[config.mk]
export PLATFORM = sky130hd
export DESIGN_NAME = opl2_timer_status
export DESIGN_NICKNAME = d
export VERILOG_FILES = /design/src/rtl/opl2_timer_status.sv
export SDC_FILE = /design/constraint.sdc
export NUM_CORES = 1
export LEC_CHECK = 0
export BUFFER_PORTS_ARGS = -buffer_cell sky130_fd_sc_hd__buf_2
export CAP_MARGIN = 25
export CORE_MARGIN = 2
export CORE_UTILIZATION = 27
export DETAILED_ROUTE_END_ITERATION = 16
export GPL_ROUTABILITY_DRIVEN = 0
export PLACE_DENSITY = 0.47
export SLEW_MARGIN = 40
export SYNTH_ARGS = -nofsm -noshare
export SYNTH_HDL_FRONTEND = slang
export SYNTH_SLANG_ARGS = --single-unit
[constraint.sdc]
create_clock -name clk -period 3.3 [get_ports clk]
set_input_delay 0.495 -clock clk [delete_from_list [all_inputs] [get_ports clk]]
set_output_delay 0.495 -clock clk [all_outputs]
set_load 0.1 [all_outputs]
[src/rtl/opl2_timer_status.sv]
// rtl/opl2_timer_status.sv - OPL2 timer registers, timers, overflow flags, status byte and IRQ.
// Optional feature macro: OPL2_FORCE_OVERFLOW_EN (force_timer_overflow sets unmasked flags).
package opl2_timer_pkg;
  localparam int REG_FILE_DATA_WIDTH = 8;

  typedef struct packed {
    logic       valid;
    logic [7:0] address;
    logic [7:0] data;
  } opl2_reg_wr_t;
endpackage

module opl2_timer_status
  import opl2_timer_pkg::*;
#(
  parameter int CLK_DIV_80US  = 288,
  parameter int T2_TICK_RATIO = 4
) (
  input  logic                           clk,
  input  logic                           reset,
  input  opl2_reg_wr_t                   opl2_reg_wr,
  input  logic                           force_timer_overflow,
  output logic [REG_FILE_DATA_WIDTH-1:0] status,
  output logic                           irq_n,
  output logic                           t1_tick
);

  localparam logic [11:0] PRE_LAST = 12'(CLK_DIV_80US - 1);
  localparam logic [3:0]  SUB_LAST = 4'(T2_TICK_RATIO - 1);

  logic [11:0] pre;
  logic [3:0]  sub;
  logic        t2_tick;
  logic [7:0]  t1_reload, t2_reload, cnt1, cnt2;
  logic        mask1, mask2, st1, st2, ft1, ft2;
  logic        wr_ctl, wr_clr, wr_mode;
  logic        start1, start2, ov1, ov2, force_set;
  logic        ft1_next, ft2_next;

  assign t1_tick = (pre == PRE_LAST);
  assign t2_tick = t1_tick && (sub == SUB_LAST);

  assign wr_ctl  = opl2_reg_wr.valid && (opl2_reg_wr.address == 8'h04);
  assign wr_clr  = wr_ctl && opl2_reg_wr.data[7];
  assign wr_mode = wr_ctl && !opl2_reg_wr.data[7];

  // A start edge only exists while the timer is stopped, so it never coincides with a tick update.
  assign start1 = wr_mode && opl2_reg_wr.data[0] && !st1;
  assign start2 = wr_mode && opl2_reg_wr.data[1] && !st2;
  assign ov1    = st1 && t1_tick && (cnt1 == 8'hFF);
  assign ov2    = st2 && t2_tick && (cnt2 == 8'hFF);

`ifdef OPL2_FORCE_OVERFLOW_EN
  assign force_set = force_timer_overflow;
`else
  logic unused_force;
  assign unused_force = force_timer_overflow;
  assign force_set    = 1'b0;
`endif

  // Set beats clear when both land on the same edge.
  assign ft1_next = (ft1 && !wr_clr) || ((ov1 || force_set) && !mask1);
  assign ft2_next = (ft2 && !wr_clr) || ((ov2 || force_set) && !mask2);

  always_ff @(posedge clk or posedge reset) begin
    if (reset) begin
      pre       <= '0;
      sub       <= '0;
      t1_reload <= '0;
      t2_reload <= '0;
      cnt1      <= '0;
      cnt2      <= '0;
      mask1     <= 1'b0;
      mask2     <= 1'b0;
      st1       <= 1'b0;
      st2       <= 1'b0;
      ft1       <= 1'b0;
      ft2       <= 1'b0;
      status    <= '0;
      irq_n     <= 1'b1;
    end else begin
      pre <= t1_tick ? 12'd0 : pre + 12'd1;
      if (t1_tick) sub <= t2_tick ? 4'd0 : sub + 4'd1;

      if (start1)                cnt1 <= t1_reload;
      else if (st1 && t1_tick)   cnt1 <= ov1 ? t1_reload : cnt1 + 8'd1;
      if (start2)                cnt2 <= t2_reload;
      else if (st2 && t2_tick)   cnt2 <= ov2 ? t2_reload : cnt2 + 8'd1;

      if (opl2_reg_wr.valid && opl2_reg_wr.address == 8'h02) t1_reload <= opl2_reg_wr.data;
      if (opl2_reg_wr.valid && opl2_reg_wr.address == 8'h03) t2_reload <= opl2_reg_wr.data;
      if (wr_mode) begin
        mask1 <= opl2_reg_wr.data[6];
        mask2 <= opl2_reg_wr.data[5];
        st2   <= opl2_reg_wr.data[1];
        st1   <= opl2_reg_wr.data[0];
      end

      ft1    <= ft1_next;
      ft2    <= ft2_next;
      status <= {ft1_next || ft2_next, ft1_next, ft2_next, 5'b0};
      irq_n  <= !(ft1_next || ft2_next);
    end
  end

endmodule

==> key figures <==
Status
  – Status: finished, final reports clean

Global route
  – Gr ovfl total: 0
  – Initial antenna violation count: 0
  – Largest net degree at the start of global routing: 25
  – Global-route wire length before repair: 10600 um
  – Number of global-route vias before repair: 2086
  – GRT Total Usage: 0.118

Clocking
  – Post-CTS sizing: 0
  – CTS Buffer Depth: 2
  – CTS tree: done
  – Total CTS buffers: 5
  – Post-CTS Hold Buffers: 0
  – Post-CTS setup buffer count: 0
  – CTS H-tree lvls: 2
  – Clk_lat worst skew: 0.32 ns
  – Clock sink total: 56
  – Clk root buf: clkbuf_8
  – Clk pin slew, worst setup/hold paths: 0.11 ns

Floorplanning
  – IO Count: 30
  – Die height: 107 um
  – Total die area: 0.0114 mm^2
  – Chip Width: 107 um
  – Core region area: 0.0103 mm^2
  – Initial core utilization: 0.277
  – Rows: 37

Timing
  – Slew margin rel.: 0.589
  – Final worst-path cycle share: 0.764
  – Layout Skew: 0.0162 ns
  – RSZ-0062 raised after global routing: false
  – Setup tns final: 0 ns
  – Fin crit period: 2.52 ns
  – Worst Tran Pin Value: 0.614 ns
  – Final Hold Violating Endpoints: 0
  – Setup-failing EPs final: 0
  – FMAX: 396 MHz
  – WHS: 0.196 ns
  – Max Slew Vio Count: 0

Critical path
  – Worst reg2reg path depth: 7
  – Reg2reg end: cnt2[4]
  – Worst endpoint required time: 2.80 ns
  – Critical path type: flop to output pin
  – CP max FO: 5
  – Worst r2r src: sub[0]
  – Critical path origin: pre[0]
  – Setup crit end kind: output pin
  – WP data arrival: 2.03 ns
  – CP Capture Point: t1_tick
  – R2r setup slk: 0.84 ns
  – Crit path launch type: flop

Logic synthesis
  – Ys Warns: 0
  – Mapped cell area: 0.00285 mm^2
  – Seq/Total Area, Yosys: 0.493
  – Largest cells by area after synthesis: dfrtp_1 (48%), mux2_2 (8.3%), nand2_1 (3.0%)
  – EDFF count, synth: 0
  – Primary FF master, synth: dfrtp_1
  – Synth Register Bits: 56
  – Post-synth top area share: 0.483
  – Post-Syn Area per Cell: 10.9 um^2
  – Post-synth top area cell: dfrtp_1
  – Post-synth ARST share: 1.00
  – Most frequent cells after synthesis: dfrtp_1 (55), nand2_1 (23), mux2_2 (21)
  – Synth cell types: 56
  – Count leader, synth: dfrtp_1
  – Mapped Cells: 261

Placement
  – DP Wirelength: 4620 um
  – Port Buffer Count: 23
  – Placed cell count: 417

Drt
  – Iter 0 DRT Violations: 90
  – Post-route ant nets: 0
  – Vias per cell: 4.97
  – Final WL: 6220 um
  – First-pass DRT Iterations: 4
  – Wirelength per Cell: 14.6 um
  – DR vias: 2113
  – DRC viols: 0

Power and ir drop
  – Pwr dens: 374 mW/mm^2
  – Static Leakage: 0.00146 uW
  – Peak VDD IR: 170 uV

Cells and area
  – Ant. Diodes: 0
  – Area growth syn-to-layout: 12.6%
  – # nets final: 312
  – Share of layout cells above drive strength 1: 0.246
  – Fin cells: 425

Hold path
  – Tightest Hold Check Type: input pin to async pin

Run
  – Max-cap violations: 0
-- layout make-up --
cell class / instances / area [um^2]
fillers: 1103 / 7070
inverters: 6 / 22.5
multi-input cells: 189 / 1350
repair buffers: 30 / 168
clock buffers: 6 / 72.6
well taps: 136 / 170
clock inverters: 2 / 16.3
flip-flops and latches: 56 / 1400
-- how the worst min path moves through the flow --
stage | slack (ns) | end | cells after the start | from
after global placement | 0.47 | status[5] | 1 | mask2
final | 0.20 | pre[3] | 2 | reset
after floorplan | 0.44 | status[5] | 1 | mask2
after detailed placement | 0.48 | status[5] | 1 | mask2
after global routing | 0.24 | pre[3] | 2 | reset
after CTS | 0.21 | pre[3] | 2 | reset
-- registers in the layout (all words and copies together) (netlist names) --
name	cells
irq_n	1
mask1	1
mask2	1
st2	1
sub	4
t1_reload	8
pre	12
cnt2	8
t2_reload	8
st1	1
cnt1	8
status	3
-- metal layers --
metal | wire [um] | GRT usage | vias up
met5 | 0 | 0 | -
met4 | 85 | 0.0380 | 0
met3 | 196 | 0.0213 | 8
met2 | 2770 | 0.178 | 39
met1 | 3170 | 0.169 | 1054
li1 | - | - | 1012
-- power breakdown --
part,switching [uW],total (uW),leakage [uW],internal [uW]
combinational,71.9,101,0.000695,28.8
clock,231,383,0.0000414,152
sequential,13.7,716,0.000725,703
total,316,1200,0.00146,883
-- metrics by stage --
step | cell area, um^2 | total power, uW | setup WS (ns) | util
6_report | 3210 | 1200 | 0.778 | 0.312
5_1_grt | 3210 | 1260 | 0.584 | 0.312
4_1_cts | 3210 | 1220 | 0.749 | 0.312
3_5_place_dp | 3120 | 832 | 0.722 | 0.303
3_3_place_gp | 3120 | 832 | 0.725 | 0.303
2_1_floorplan | 2860 | 804 | 0.582 | -
-- critical path, cell delays in order, from the launching register on --
cell and delay, ns:
dfrtp_1 0.40, ha_1 0.24, and4_1 0.26, nand3_1 0.17
inv_1 0.19, buf_2 0.46
-- cells by family (layout without fill, tap and decap cells) --
kind of cell             after synthesis  after routing  synth area share
XOR/XNOR                              12             12            0.0369
multiplexers                          23             23            0.0901
adder cells (fa/ha/maj)                4              4            0.0176
buffers and inverters                 20             44            0.0395
flip-flops                            56             56             0.493
AO/OA/AOI/OAI                         42             42             0.112
AND/OR/NAND/NOR                      103            103             0.210
other                                  1              5           0.00132
-- layout by cell type, fill, tap and decap left out, types with 6 or more instances in the layout --
| cell type | count |
|---|---|
| xor2_1 | 6 |
| nand2_1 | 23 |
| nand3_1 | 12 |
| nor2_1 | 16 |
| mux2_2 | 21 |
| a21oi_1 | 6 |
| buf_4 | 7 |
| dfrtp_1 | 55 |
| nand4_1 | 11 |
| buf_2 | 23 |
| xnor2_1 | 6 |
| nor3_1 | 10 |
Power figures use the tool's default switching activity.
